### config.mk
export PLATFORM = sky130hd
export DESIGN_NAME = pipe_field
export DESIGN_NICKNAME = d
export VERILOG_FILES = /design/src/rtl/pipe_field.sv
export SDC_FILE = /design/constraint.sdc
export NUM_CORES = 1
export LEC_CHECK = 0
export CAP_MARGIN = 20
export CORE_MARGIN = 4
export CORE_UTILIZATION = 55
export DETAILED_ROUTE_END_ITERATION = 12
export GPL_TIMING_DRIVEN = 0
export PLACE_DENSITY_LB_ADDON = 0.15
export SLEW_MARGIN = 40
export SYNTH_ARGS = -nofsm -noshare
export SYNTH_HDL_FRONTEND = slang
export SYNTH_SLANG_ARGS = --single-unit
### constraint.sdc
create_clock -name clk -period 5.16 [get_ports clk]
set_input_delay 1.032 -clock clk [delete_from_list [all_inputs] [get_ports clk]]
set_output_delay 1.032 -clock clk [all_outputs]
set_load 0.005 [all_outputs]
### src/rtl/pipe_field.sv
// rtl/pipe_field.sv - scrolling pipe-pair obstacles with LFSR gap heights and per-pixel column flags
// Positions advance on the falling edge of the frame strobe; pixel flags lag x/y by one clock.

module pipe_field_lfsr #(
   parameter logic [15:0] SEED    = 16'hACE1,
   parameter logic [15:0] MASK    = 16'hB400,
   parameter int          NUM_OUT = 2
) (
   input  logic                   clk,
   input  logic                   RESET,
   output logic [8*NUM_OUT-1:0]   rnd
);
   logic [15:0] value;

   always_ff @(posedge clk) begin
      if (RESET) begin
         value <= SEED;
      end else begin
         value <= {1'b0, value[15:1]} ^ (value[0] ? MASK : 16'h0000);
      end
   end

   // byte i is the low byte of the register rotated left by 3*i
   for (genvar g = 0; g < NUM_OUT; g++) begin : g_rot
      for (genvar k = 0; k < 8; k++) begin : g_bit
         assign rnd[8*g+k] = value[(k + 48 - 3*g) % 16];
      end
   end
endmodule

module pipe_field #(
   parameter int          NUM_PIPES = 2,
   parameter int          PIPE_W    = 52,
   parameter int          GAP_H     = 90,
   parameter int          SPACING   = 320,
   parameter int          INIT_X    = 650,
   parameter int          SPAWN_X   = 640,
   parameter int          WRAP_LIM  = 972,
   parameter int          Y_MIN     = 110,
   parameter int          Y_MAX     = 315,
   parameter int          GROUND_Y  = 425,
   parameter int          BIRD_X    = 120,
   parameter logic [15:0] LFSR_SEED = 16'hACE1
) (
   input  logic       clk,
   input  logic       RESET,
   input  logic       fresh,
   input  logic       game_status,
   input  logic [3:0] speed,
   input  logic [9:0] x,
   input  logic [8:0] y,
   output logic       score_pulse,
   output logic       is_column_up,
   output logic       is_column_down,
   output logic [9:0] pipe_x,
   output logic [8:0] pipe_y
);
   typedef enum logic [1:0] {
      ST_IDLE = 2'd0,
      ST_RUN  = 2'd1,
      ST_HALT = 2'd2
   } state_t;

   state_t state, state_nxt;
   logic   fresh_d;
   logic   tick;
   logic   run_tick;

   logic [8*NUM_PIPES-1:0] rnd;
   logic [NUM_PIPES-1:0]   hit_h;
   logic [NUM_PIPES-1:0]   first_hit;
   logic [NUM_PIPES-1:0]   score_hit;
   logic [NUM_PIPES:0][9:0] x_chain;
   logic [NUM_PIPES:0][8:0] y_chain;
   logic [NUM_PIPES:0]      up_chain;
   logic [NUM_PIPES:0]      down_chain;

   assign tick     = fresh_d & ~fresh;
   assign run_tick = (state == ST_RUN) & tick;

   pipe_field_lfsr #(
      .SEED    (LFSR_SEED),
      .MASK    (16'hB400),
      .NUM_OUT (NUM_PIPES)
   ) u_lfsr (
      .clk   (clk),
      .RESET (RESET),
      .rnd   (rnd)
   );

   always_ff @(posedge clk) begin
      if (RESET) begin
         state   <= ST_IDLE;
         fresh_d <= 1'b0;
      end else begin
         state   <= state_nxt;
         fresh_d <= fresh;
      end
   end

   // HALT is terminal until reset so a crashed game keeps its final picture
   always_comb begin
      state_nxt = state;
      case (state)
         ST_IDLE: if (game_status)  state_nxt = ST_RUN;
         ST_RUN:  if (!game_status) state_nxt = ST_HALT;
         default: state_nxt = state;
      endcase
   end

   assign x_chain[0]    = '0;
   assign y_chain[0]    = '0;
   assign up_chain[0]   = 1'b0;
   assign down_chain[0] = 1'b0;

   // isolate the lowest-index horizontal hit
   assign first_hit = hit_h & (-hit_h);

   for (genvar g = 0; g < NUM_PIPES; g++) begin : g_pipe
      logic [9:0]  px_q;
      logic [8:0]  py_q;
      logic        wrapped;
      logic [10:0] lead;
      logic [10:0] clip_end;
      logic [11:0] trail;
      logic [8:0]  y_sum;
      logic [8:0]  y_spawn;
      logic        col_up;
      logic        col_down;

      always_ff @(posedge clk) begin
         if (RESET) begin
            px_q <= 10'(INIT_X + g*SPACING);
            py_q <= (g % 2 == 0) ? 9'(Y_MAX) : 9'(Y_MIN + 35);
         end else if (run_tick) begin
            if (wrapped) begin
               px_q <= 10'(SPAWN_X);
               py_q <= y_spawn;
            end else begin
               px_q <= px_q - {6'd0, speed};
            end
         end
      end

      // x values at or past WRAP_LIM are negative positions that wrapped modulo 1024
      assign wrapped  = px_q >= 10'(WRAP_LIM);
      assign lead     = {1'b0, px_q} + 11'(PIPE_W);
      assign clip_end = lead - 11'd1024;
      assign trail    = {2'b00, px_q} - {8'd0, speed} + 12'(PIPE_W);

      assign y_sum   = 9'(Y_MIN) + {1'b0, rnd[8*g +: 8]};
      assign y_spawn = (y_sum > 9'(Y_MAX)) ? 9'(Y_MAX) : y_sum;

      assign score_hit[g] = !wrapped && (lead > 11'(BIRD_X)) &&
                            ($signed(trail) <= $signed(12'(BIRD_X)));

      assign hit_h[g] = wrapped ? ({1'b0, x} < clip_end)
                                : ((x >= px_q) && ({1'b0, x} < lead));
      assign col_up   = (y >= py_q) && (y < 9'(GROUND_Y));
      assign col_down = y <= (py_q - 9'(GAP_H));

      assign x_chain[g+1]    = x_chain[g] | ({10{first_hit[g]}} & px_q);
      assign y_chain[g+1]    = y_chain[g] | ({9{first_hit[g]}} & py_q);
      assign up_chain[g+1]   = up_chain[g] | (first_hit[g] & col_up);
      assign down_chain[g+1] = down_chain[g] | (first_hit[g] & col_down);
   end

   always_ff @(posedge clk) begin
      if (RESET) begin
         score_pulse    <= 1'b0;
         is_column_up   <= 1'b0;
         is_column_down <= 1'b0;
         pipe_x         <= '0;
         pipe_y         <= '0;
      end else begin
         score_pulse    <= run_tick & (|score_hit);
         is_column_up   <= up_chain[NUM_PIPES];
         is_column_down <= down_chain[NUM_PIPES];
         if (|hit_h) begin
            pipe_x <= x_chain[NUM_PIPES];
            pipe_y <= y_chain[NUM_PIPES];
         end
      end
   end
endmodule

==> run_results.csv, run 1 <==
group,metric,value,unit
place,placement.io_buffers,48,
critical_path,critPathCaptureType,"register",
grt,track_usage,0.273,
timing,fmax,0.244,GHz
timing,setup_violations,0,
grt,grt_start_max_net_pins,13,
timing,skew,0.00674,ns
hold_path,hold_path_class,"reg -> reg",
clocking,clock_path_buffers,2,
timing,final.period_utilization,0.793,
clocking,postCtsSetupBuffers,0,
clocking,cts_root_buffer,"sky130_fd_sc_hd__clkbuf_16",
critical_path,crit_path_frequent_cell,"sky130_fd_sc_hd__ha_1",
finish,final_common_cell,"sky130_fd_sc_hd__ha_1",
clocking,tritoncts,"done",
critical_path,worst_ep_required_time,5.36,ns
route,route.vias.total,6068,
finish,final_net_count,968,
die,die_h,117,um
timing,post_route_setup_slack,1.07,ns
synth,synth.cell_area,0.00649,mm2
critical_path,crit_path_max_fanout,4,
grt,grt_overflow_total,0,
place,dp_hpwl,14.4,mm
critical_path,critPathMaxStageDelay,0.65,ns
power_and_ir_drop,worst_ir_drop_vdd,0.271,mV
place,place_ws,0.870,ns
place,globalplace.congestion,0.940,
synth,synth_sequential_area_ratio,0.244,
flow_run,max_cap_violations,0,
synth,synth_top_cells_by_area,"sky130_fd_sc_hd__dfxtp_1 (24%), sky130_fd_sc_hd__ha_1 (18%), sky130_fd_sc_hd__xnor2_1 (5.0%), sky130_fd_sc_hd__nor2_1 (4.6%), sky130_fd_sc_hd__nand2_1 (4.4%)",
die,boundaryPins,49,
synth,postSynth.topFlopCell,"sky130_fd_sc_hd__dfxtp_1",
clocking,post_cts_hold_buffer_count,0,
route,route.detailed.vias_per_inst,6.11,
grt,vias_in_the_first_global_route,5691,
finish,post_route_cells_drive_above_1_share,0.0918,
synth,synth_largest_type_area_fraction,0.244,
power_and_ir_drop,power_density,224,mW/mm2
clocking,cts_max_level,3,
synth,async_reset_ff_frac,0,
die,core-area,0.0115,mm2
synth,yosysWarningCount,0,
die,start_util,0.566,
synth,ys_ff_latch,79,
route,first_pass_iters,5,
synth,synth_unique_cells,80,
route,ant_nets,0,
clocking,clock_latency,0.34,ns
power_and_ir_drop,p_leak,3.08,nW
route,drc_violations_left,0,
clocking,cts_resized,0,
timing,period_minus_slack,4.09,ns
power_and_ir_drop,design_power_total,1.67,mW
timing,max_slew.worst_pin.slew,0.719,ns
timing,finalMaxSlewViolations,0,
critical_path,critical_path.slowest_cell,"sky130_fd_sc_hd__clkdlybuf4s50_1",
timing,grt_setup_unrepaired,"false",
grt,initial_antenna_violation_count,0,
synth,synth_top_area_cell,"sky130_fd_sc_hd__dfxtp_1",
critical_path,critPathArrivalTime,4.30,ns
die,die_area,0.0136,mm2
critical_path,crit_chain,"clkdlybuf4s50_1, inv_1, ha_1, nand2b_1, a21oi_2, xor2_1, inv_2, ha_1, nand3_1, nand2_1, nor2_1, a21oi_1, mux2i_1, o22ai_1, a32oi_1, o32ai_1",
synth,synth_cells,787,
timing,slew-limit-headroom,0.521,
route,drt-initial-drc-count,461,
route,routedWlPerCell,18.1,um
clocking,cts_num_sinks,79,
timing,tns,0,ns
timing,hold_viol_final,0,
grt,first_pass_grt_wire_length,29.1,mm
die,chipWidth,117,um
finish,area_growth_syn_to_layout,14.8,%
outcome,status,"completed",
clocking,cts_made_buffers,9,
synth,syn_nets,909,
synth,post_synth.cell_area_avg,8.24,um2
route,routed_wirelength,17.9,mm
clocking,cts_clk_pin_slew_worst_paths,0.06,ns
finish,commonest_cells_after_routing_fill_and_taps_aside,"sky130_fd_sc_hd__ha_1 (93), sky130_fd_sc_hd__nor2_1 (79), sky130_fd_sc_hd__dfxtp_1 (79), sky130_fd_sc_hd__nand2_1 (76), sky130_fd_sc_hd__inv_1 (51)",
critical_path,setup.worst_path.class,"in -> reg",
critical_path,critPathBufInv,3,
critical_path,critical_path.top_delay_family,"buffers and inverters",
synth,synth_enable_flop_cells,0,
die,floorplan.rows,39,
critical_path,worstSetupStartpointType,"input pin",
finish,antenna_cells_inserted,0,
timing,hold-worst-slack,0.408,ns
==> cells by family (layout without fill, tap and decap cells) <==
family	Yosys count	in the layout	share of synthesized area
xor+xnor	46	46	0.0650
mux	3	3	0.00463
simple gates	276	276	0.217
fa+ha+maj	95	95	0.186
flops	79	79	0.244
compound gates	195	195	0.220
buf+inv	93	156	0.0646
==> worst reg2reg max path: stages (launching register included) <==
cell                       delay, ns
sky130_fd_sc_hd__dfxtp_1        0.42
sky130_fd_sc_hd__ha_1           0.29
sky130_fd_sc_hd__or3_4          0.37
sky130_fd_sc_hd__xnor2_1        0.24
sky130_fd_sc_hd__ha_1           0.29
sky130_fd_sc_hd__a21o_1         0.16
sky130_fd_sc_hd__a21oi_1        0.13
sky130_fd_sc_hd__nor2b_1        0.06
sky130_fd_sc_hd__o31a_1         0.27
sky130_fd_sc_hd__a211o_1        0.26
sky130_fd_sc_hd__buf_4          0.17
sky130_fd_sc_hd__buf_2          0.18
sky130_fd_sc_hd__nor2_1         0.24
sky130_fd_sc_hd__a311oi_2       0.07
==> Yosys cell counts, types with 3 or more instances <==
cell type and count:
sky130_fd_sc_hd__a2111oi_0 6, sky130_fd_sc_hd__a211o_1 3, sky130_fd_sc_hd__a21o_1 11, sky130_fd_sc_hd__a21oi_1 43, sky130_fd_sc_hd__a221o_1 4, sky130_fd_sc_hd__a221oi_1 4
sky130_fd_sc_hd__a22oi_1 5, sky130_fd_sc_hd__a311oi_1 13, sky130_fd_sc_hd__a311oi_2 9, sky130_fd_sc_hd__a31oi_1 8, sky130_fd_sc_hd__and3_1 4, sky130_fd_sc_hd__buf_2 11
sky130_fd_sc_hd__buf_4 3, sky130_fd_sc_hd__buf_6 6, sky130_fd_sc_hd__clkbuf_1 15, sky130_fd_sc_hd__clkinv_1 3, sky130_fd_sc_hd__dfxtp_1 79, sky130_fd_sc_hd__ha_1 93
sky130_fd_sc_hd__inv_1 51, sky130_fd_sc_hd__mux2i_1 3, sky130_fd_sc_hd__nand2_1 76, sky130_fd_sc_hd__nand2b_1 17, sky130_fd_sc_hd__nand3_1 18, sky130_fd_sc_hd__nand3b_1 3
sky130_fd_sc_hd__nand4_1 10, sky130_fd_sc_hd__nor2_1 79, sky130_fd_sc_hd__nor2_2 5, sky130_fd_sc_hd__nor2b_1 11, sky130_fd_sc_hd__nor3_1 12, sky130_fd_sc_hd__nor3_2 3
sky130_fd_sc_hd__nor4_1 4, sky130_fd_sc_hd__o2111ai_1 7, sky130_fd_sc_hd__o211ai_1 5, sky130_fd_sc_hd__o21a_1 9, sky130_fd_sc_hd__o21ai_0 26, sky130_fd_sc_hd__o21ai_1 5
sky130_fd_sc_hd__o21bai_1 3, sky130_fd_sc_hd__o22ai_1 7, sky130_fd_sc_hd__o31a_1 5, sky130_fd_sc_hd__o31ai_1 5, sky130_fd_sc_hd__or2_2 7, sky130_fd_sc_hd__or3_1 3
sky130_fd_sc_hd__xnor2_1 37, sky130_fd_sc_hd__xor2_1 8
==> power by group <==
group          switching [mW]  internal (mW)
Clock                   0.238          0.397
Combinational           0.205          0.166
Sequential             0.0211          0.638
Total                   0.464           1.20
==> path summary, 6_finish.rpt <==
check | startpoint | endpoint | slack [ns] | cells after the start
worst min-delay path | u_lfsr.value[12]$_SDFF_PP0_ | u_lfsr.value[11]$_SDFF_PP1_ | 0.41 | 1
worst max register to register | g_pipe[0].px_q[2]$_SDFFE_PP0P_ | pipe_x[5]$_SDFFE_PP0P_ | 1.87 | 13
worst max-delay path | speed[1] | score_pulse$_SDFF_PP0_ | 1.07 | 16
worst min register to register | u_lfsr.value[12]$_SDFF_PP0_ | u_lfsr.value[11]$_SDFF_PP1_ | 0.41 | 1
==> routing by layer <==
layer,vias to the layer above,GRT usage,wire (um)
met5,-,0,0
met4,0,0.0612,314
met3,27,0.0549,1350
met2,239,0.407,7640
met1,2857,0.407,8620
li1,2945,-,-
==> sequential cells by signal, indices dropped and copies added, names as in the netlist <==
register        count
is_column_down      1
pipe_x             10
state               2
pipe_y              9
score_pulse         1
g_pipe.py_q        18
u_lfsr.value       16
is_column_up        1
fresh_d             1
g_pipe.px_q        20
==> cell type report <==
type	instances	area (um2)
Fill cell	977	4020
Clock inverter	3	42.5
Buffer	37	209
Clock buffer	12	256
Timing Repair Buffer	48	480
Multi-Input combinational cell	615	4490
Tap cell	143	179
Inverter	56	210
Sequential cell	79	1580
==> stage by stage <==
step | utilization | cells | instance area [um2]
2_1_floorplan | - | 787 | 6490
3_3_place_gp | 0.623 | 978 | 7150
3_5_place_dp | 0.623 | 978 | 7150
4_1_cts | 0.649 | 993 | 7450
5_1_grt | 0.649 | 993 | 7450
6_report | 0.649 | 993 | 7450
No activity file was read; power rests on OpenSTA's default activity.
==> run 2, diff against run 1 <==
==> constraint.sdc (replaced) <==
create_clock -name clk -period 3.9 [get_ports clk]
set_input_delay 0.78 -clock clk [delete_from_list [all_inputs] [get_ports clk]]
set_output_delay 0.78 -clock clk [all_outputs]
set_load 0.005 [all_outputs]
==> run 2 against run 1 <==
  * Flip-flop and latch count stayed put
  * Design area is 0.25% higher
  * Highest routed layer unchanged
  * Count of clock-buffer cells in the layout stayed put
  * Combinational power is 33% higher
  * Clock power is 33% higher
  * Hold slack better by 0.00063 ns
  * Routed wire length is 0.42% higher
==> run_results.csv, run 2 (same netlist as run 1, synthesis figures left out) <==
group,metric,value,unit
grt,vias_in_the_first_global_route,5691,
power_and_ir_drop,power.share.combinational,0.223,
finish,fillers,975,
finish,top_register,"g_pipe.px_q",
power_and_ir_drop,p_clk_frac,0.382,
critical_path,critPathBufInv,1,
critical_path,worst_r2r_path_depth,13,
clocking,cts_resized,0,
clocking,cts_clk_pin_slew_worst_paths,0.06,ns
die,core-area,0.0115,mm2
clocking,cts_root_buffer,"sky130_fd_sc_hd__clkbuf_16",
timing,finalMaxSlewViolations,0,
timing,final.period_utilization,0.924,
die,boundaryPins,49,
critical_path,critPathCaptureType,"register",
critical_path,worstSetupStartpointType,"input pin",
place,placement.io_buffers,48,
finish,antenna_cells_inserted,0,
route,route.vias.total,6053,
timing,grt_setup_unrepaired,"false",
critical_path,setup.worst_path.class,"in -> reg",
die,die_area,0.0136,mm2
power_and_ir_drop,internal_power,1.59,mW
finish,post_route_cells_drive_above_1_share,0.0953,
critical_path,critPathMaxStageDelay,0.56,ns
finish,final_common_cell,"sky130_fd_sc_hd__ha_1",
timing,hold_viol_final,0,
critical_path,critPathArrivalTime,3.86,ns
route,drt-initial-drc-count,476,
clocking,post_cts_hold_buffer_count,0,
route,first_pass_iters,5,
timing,skew,0.00558,ns
finish,combined_area_of_the_multi_input_logic_cells,0.00451,mm2
finish,final_net_count,968,
power_and_ir_drop,worst_ir_drop_vdd,0.361,mV
place,dp_hpwl,14.4,mm
route,route.detailed.vias_per_inst,6.10,
grt,grt_overflow_total,0,
route,drc_violations_left,0,
place,globalplace.congestion,0.940,
clocking,cts_max_level,3,
outcome,status,"completed",
finish,max_ffs_per_register,20,
die,floorplan.rows,39,
place,place_ws,-0.138,ns
finish,area_growth_syn_to_layout,15.1,%
timing,max_slew.worst_pin.slew,0.739,ns
timing,hold-worst-slack,0.409,ns
finish,commonest_cells_after_routing_fill_and_taps_aside,"sky130_fd_sc_hd__ha_1 (93), sky130_fd_sc_hd__nor2_1 (79), sky130_fd_sc_hd__dfxtp_1 (79), sky130_fd_sc_hd__nand2_1 (76), sky130_fd_sc_hd__inv_1 (51)",
hold_path,holdCritStartpoint,"u_lfsr.value[12]$_SDFF_PP0_",
timing,period_minus_slack,3.60,ns
die,die_h,117,um
grt,initial_antenna_violation_count,0,
hold_path,hold_path_class,"reg -> reg",
clocking,tritoncts,"done",
clocking,cts_num_sinks,79,
timing,setup_violations,0,
clocking,clock_path_buffers,2,
power_and_ir_drop,seq_power_share,0.394,
power_and_ir_drop,switching_share,0.281,
power_and_ir_drop,power_density,296,mW/mm2
die,chipWidth,117,um
finish,seqCellArea,0.00158,mm2
hold_path,min_to,"u_lfsr.value[11]$_SDFF_PP1_",
critical_path,worst_ep_required_time,4.15,ns
critical_path,rr_endpoint,"is_column_down$_SDFF_PP0_",
finish,reg.largest.list,"g_pipe.px_q: 20 flops, g_pipe.py_q: 18 flops, u_lfsr.value: 16 flops",
timing,post_route_setup_slack,0.297,ns
critical_path,critical_path.top_delay_family,"simple AND/OR/NAND/NOR gates",
die,start_util,0.566,
power_and_ir_drop,p_leak,3.08,nW
timing,fmax,0.278,GHz
critical_path,reg2reg_setup_slack,0.63,ns
timing,slew-limit-headroom,0.508,
power_and_ir_drop,switching_power,0.621,mW
flow_run,max_cap_violations,0,
route,ant_nets,0,
grt,first_pass_grt_wire_length,29.1,mm
hold_path,min_delay_path_depth,1,
clocking,postCtsSetupBuffers,0,
critical_path,worst_r2r_start,"g_pipe[0].px_q[2]$_SDFFE_PP0P_",
route,routed_wirelength,18.0,mm
clocking,cts_made_buffers,9,
critical_path,crit_path_max_fanout,4,
critical_path,critical_path.slowest_cell,"sky130_fd_sc_hd__or4b_4",
critical_path,crit_chain,"clkdlybuf4s50_1, ha_1, fa_1, or4b_4, nor4b_2, nand2_1, o22ai_1, a22oi_1, a31oi_1, a32oi_2, o32ai_1",
route,routedWlPerCell,18.1,um
grt,grt_start_max_net_pins,13,
clocking,clock_latency,0.35,ns
grt,track_usage,0.273,
[run 2: changes by cell type in the layout (fill, tap and decap cells not counted)]
cell                      before  now
sky130_fd_sc_hd__a32oi_2       0    1
sky130_fd_sc_hd__a21oi_1      43   42
sky130_fd_sc_hd__a32oi_1       2    1
sky130_fd_sc_hd__xor2_2        0    1
sky130_fd_sc_hd__xor2_1        8    7
sky130_fd_sc_hd__a21oi_2       2    3
[run 2: stage by stage]
step,setup TNS [ns],utilization,power (mW),instances,area [um2]
finish,0,0.651,2.21,993,7460
global placement,-0.0408,0.623,1.35,978,7150
CTS,0,0.649,2.21,993,7450
floorplan,0,-,1.19,787,6490
global route,0,0.651,2.31,993,7460
detailed placement,-0.138,0.623,1.37,978,7150
[run 2: how the worst max path moves through the flow]
stage / slack [ns] / cells after the start / startpoint / to
finish: 0.30 / 11 / speed[0] / score_pulse$_SDFF_PP0_
global route: 0.03 / 11 / speed[0] / score_pulse$_SDFF_PP0_
CTS: 0.20 / 16 / speed[1] / score_pulse$_SDFF_PP0_
detailed placement: -0.14 / 16 / speed[1] / score_pulse$_SDFF_PP0_
global placement: -0.04 / 15 / speed[1] / score_pulse$_SDFF_PP0_
floorplan: 0.94 / 10 / speed[0] / score_pulse$_SDFF_PP0_
[run 2: area by class of cell]
cell class,instances,share of cell area
plain buffers,37,0.0280
clock buffers,12,0.0344
clock inverters,3,0.00570
inverters,56,0.0282
multi-input cells,615,0.604
flip-flops and latches,79,0.212
well taps,143,0.0240
repair buffers,48,0.0644
[run 2: per-layer routing]
layer | track usage | vias to the layer above | routed length, um
met5 | 0 | - | 0
met4 | 0.0612 | 0 | 330
met3 | 0.0549 | 28 | 1460
met2 | 0.407 | 239 | 7670
met1 | 0.407 | 2845 | 8540
li1 | - | 2941 | -
[run 2: power groups by stage]
stage          sequential, mW  combinational [mW]  clock, mW
6_report                0.872               0.494      0.845
3_5_place_dp            0.888               0.481          0
2_1_floorplan           0.881               0.312          0
3_3_place_gp            0.887               0.461          0
4_1_cts                 0.871               0.486      0.854
5_1_grt                 0.875               0.545      0.890
==> run 3, diff against run 2 <==
--- a/config.mk
+++ b/config.mk
@@ -9,8 +9,7 @@
 export CORE_MARGIN = 4
 export CORE_UTILIZATION = 55
 export DETAILED_ROUTE_END_ITERATION = 12
-export GPL_TIMING_DRIVEN = 0
-export PLACE_DENSITY_LB_ADDON = 0.15
+export PLACE_DENSITY_LB_ADDON = 0.05
 export SLEW_MARGIN = 40
 export SYNTH_ARGS = -nofsm -noshare
 export SYNTH_HDL_FRONTEND = slang
==> run 3 against run 2 <==
  * Die area did not move
  * Non-clock buffer count decreased by 25
  * Count of clock-buffer cells in the layout decreased by 3
  * Via count is 2.7% lower
  * Maximum frequency up 5.1%
  * Design area decreased by 1.7%
  * First-iteration DRC count down 16%
  * Clock power shrank 2%
  * Clock skew about the same
==> run_results.csv, run 3 (same netlist as run 1, synthesis figures left out) <==
group,metric,value,unit
grt,vias_in_the_first_global_route,5523,
clocking,clock_path_buffers,2,
route,drc_violations_left,0,
die,floorplan.rows,39,
grt,track_usage,0.268,
clocking,post_cts_hold_buffer_count,0,
timing,tns,0,ns
route,routedWlPerCell,18.3,um
grt,initial_antenna_violation_count,0,
finish,reg.largest.list,"g_pipe.px_q: 20 flops, g_pipe.py_q: 18 flops, u_lfsr.value: 16 flops",
finish,final_common_cell,"sky130_fd_sc_hd__ha_1",
finish,post_route_cells_drive_above_1_share,0.0884,
finish,commonest_cells_after_routing_fill_and_taps_aside,"sky130_fd_sc_hd__ha_1 (93), sky130_fd_sc_hd__nor2_1 (79), sky130_fd_sc_hd__dfxtp_1 (79), sky130_fd_sc_hd__nand2_1 (76), sky130_fd_sc_hd__inv_1 (51)",
place,placement.io_buffers,48,
grt,grt_start_max_net_pins,43,
timing,grt_setup_unrepaired,"false",
clocking,postCtsSetupBuffers,0,
critical_path,crit_path_max_fanout,6,
timing,fmax,0.292,GHz
timing,max_slew.worst_pin.slew,0.717,ns
critical_path,worstSetupStartpointType,"input pin",
route,routed_wirelength,17.7,mm
clocking,cts_made_buffers,9,
route,first_pass_iters,5,
timing,setup_violations,0,
place,globalplace.congestion,0.909,
place,dp_hpwl,14.0,mm
clocking,cts_root_buffer,"sky130_fd_sc_hd__clkbuf_16",
finish,final_net_count,943,
finish,max_ffs_per_register,20,
flow_run,max_cap_violations,0,
critical_path,worst_ep_required_time,4.15,ns
power_and_ir_drop,design_power_total,2.17,mW
power_and_ir_drop,power_density,296,mW/mm2
clocking,cts_clk_pin_slew_worst_paths,0.06,ns
clocking,clock_latency,0.34,ns
finish,area_growth_syn_to_layout,13.1,%
timing,slew-limit-headroom,0.522,
finish,top_register,"g_pipe.px_q",
hold_path,hold_path_class,"reg -> reg",
route,route.vias.total,5887,
timing,period_minus_slack,3.43,ns
critical_path,setup.worst_path.class,"in -> reg",
route,drt-initial-drc-count,401,
outcome,status,"completed",
timing,finalMaxSlewViolations,0,
die,core-area,0.0115,mm2
route,ant_nets,0,
clocking,cts_max_level,3,
die,chipWidth,117,um
timing,hold_viol_final,0,
grt,first_pass_grt_wire_length,28.6,mm
power_and_ir_drop,worst_ir_drop_vdd,0.275,mV
finish,antenna_cells_inserted,0,
grt,grt_overflow_total,0,
route,route.detailed.vias_per_inst,6.08,
power_and_ir_drop,p_leak,3.03,nW
critical_path,critPathArrivalTime,3.68,ns
timing,skew,0.00565,ns
clocking,cts_resized,0,
die,boundaryPins,49,
timing,final.period_utilization,0.879,
die,start_util,0.566,
clocking,cts_num_sinks,79,
die,die_h,117,um
critical_path,critPathCaptureType,"register",
die,die_area,0.0136,mm2
clocking,tritoncts,"done",
## run 3: changes by cell type in the layout (fill, tap and decap cells not counted), moves of 2 or more
cell and change:
sky130_fd_sc_hd__buf_1 -2, sky130_fd_sc_hd__buf_4 +7, sky130_fd_sc_hd__clkbuf_8 -2, sky130_fd_sc_hd__buf_2 -10
sky130_fd_sc_hd__inv_6 +5, sky130_fd_sc_hd__buf_6 -6, sky130_fd_sc_hd__clkbuf_1 -16
## run 3: cell type report
| cell class | instances | area [um2] |
|---|---|---|
| timing repair buffer | 60 | 586 |
| fill | 1021 | 4130 |
| multi-input combinational | 615 | 4490 |
| sequential | 79 | 1580 |
| inverter | 56 | 210 |
| clock inverter | 7 | 71.3 |
| tap | 143 | 179 |
| clock buffer | 9 | 225 |
## run 3: power by group
part / switching [mW] / total, mW / internal [mW]
registers: 0.0319 / 0.875 / 0.843
logic: 0.253 / 0.469 / 0.216
clock network: 0.377 / 0.829 / 0.452
total: 0.662 / 2.17 / 1.51
## run 3: through the flow
step	setup WS, ns	cell area, um2	util	hold WS (ns)	std cells
after global placement	0.234	7030	0.613	0.399	952
after CTS	0.498	7340	0.640	0.419	969
final	0.472	7340	0.640	0.413	969
after global routing	0.175	7340	0.640	0.443	969
after detailed placement	0.135	7040	0.614	0.402	953
after floorplan	0.940	6490	-	0.389	787
## run 3: final timing paths
check / from / to / slack (ns) / cells after the start
hold reg to reg: u_lfsr.value[8]$_SDFF_PP0_ / u_lfsr.value[7]$_SDFF_PP1_ / 0.41 / 1
hold / removal: u_lfsr.value[8]$_SDFF_PP0_ / u_lfsr.value[7]$_SDFF_PP1_ / 0.41 / 1
setup reg to reg: g_pipe[0].px_q[2]$_SDFFE_PP0P_ / pipe_x[9]$_SDFFE_PP0P_ / 0.66 / 12
setup / recovery: speed[0] / score_pulse$_SDFF_PP0_ / 0.47 / 11
## run 3: worst max-delay path, stage by stage
cell	delay, ns
sky130_fd_sc_hd__clkdlybuf4s50_1	0.48
sky130_fd_sc_hd__ha_1	0.29
sky130_fd_sc_hd__fa_1	0.43
sky130_fd_sc_hd__or2b_1	0.29
sky130_fd_sc_hd__a21oi_4	0.25
sky130_fd_sc_hd__nor2_2	0.08
sky130_fd_sc_hd__xnor2_1	0.17
sky130_fd_sc_hd__nor3_2	0.23
sky130_fd_sc_hd__a31oi_1	0.12
sky130_fd_sc_hd__o31a_1	0.31
sky130_fd_sc_hd__o32ai_1	0.26
## run 3: per-layer routing
layer / share of wire / global-route usage
met1: 0.49 / 0.393
met2: 0.44 / 0.405
met3: 0.059 / 0.0472
met4: 0.013 / 0.0688
met5: 0 / 0
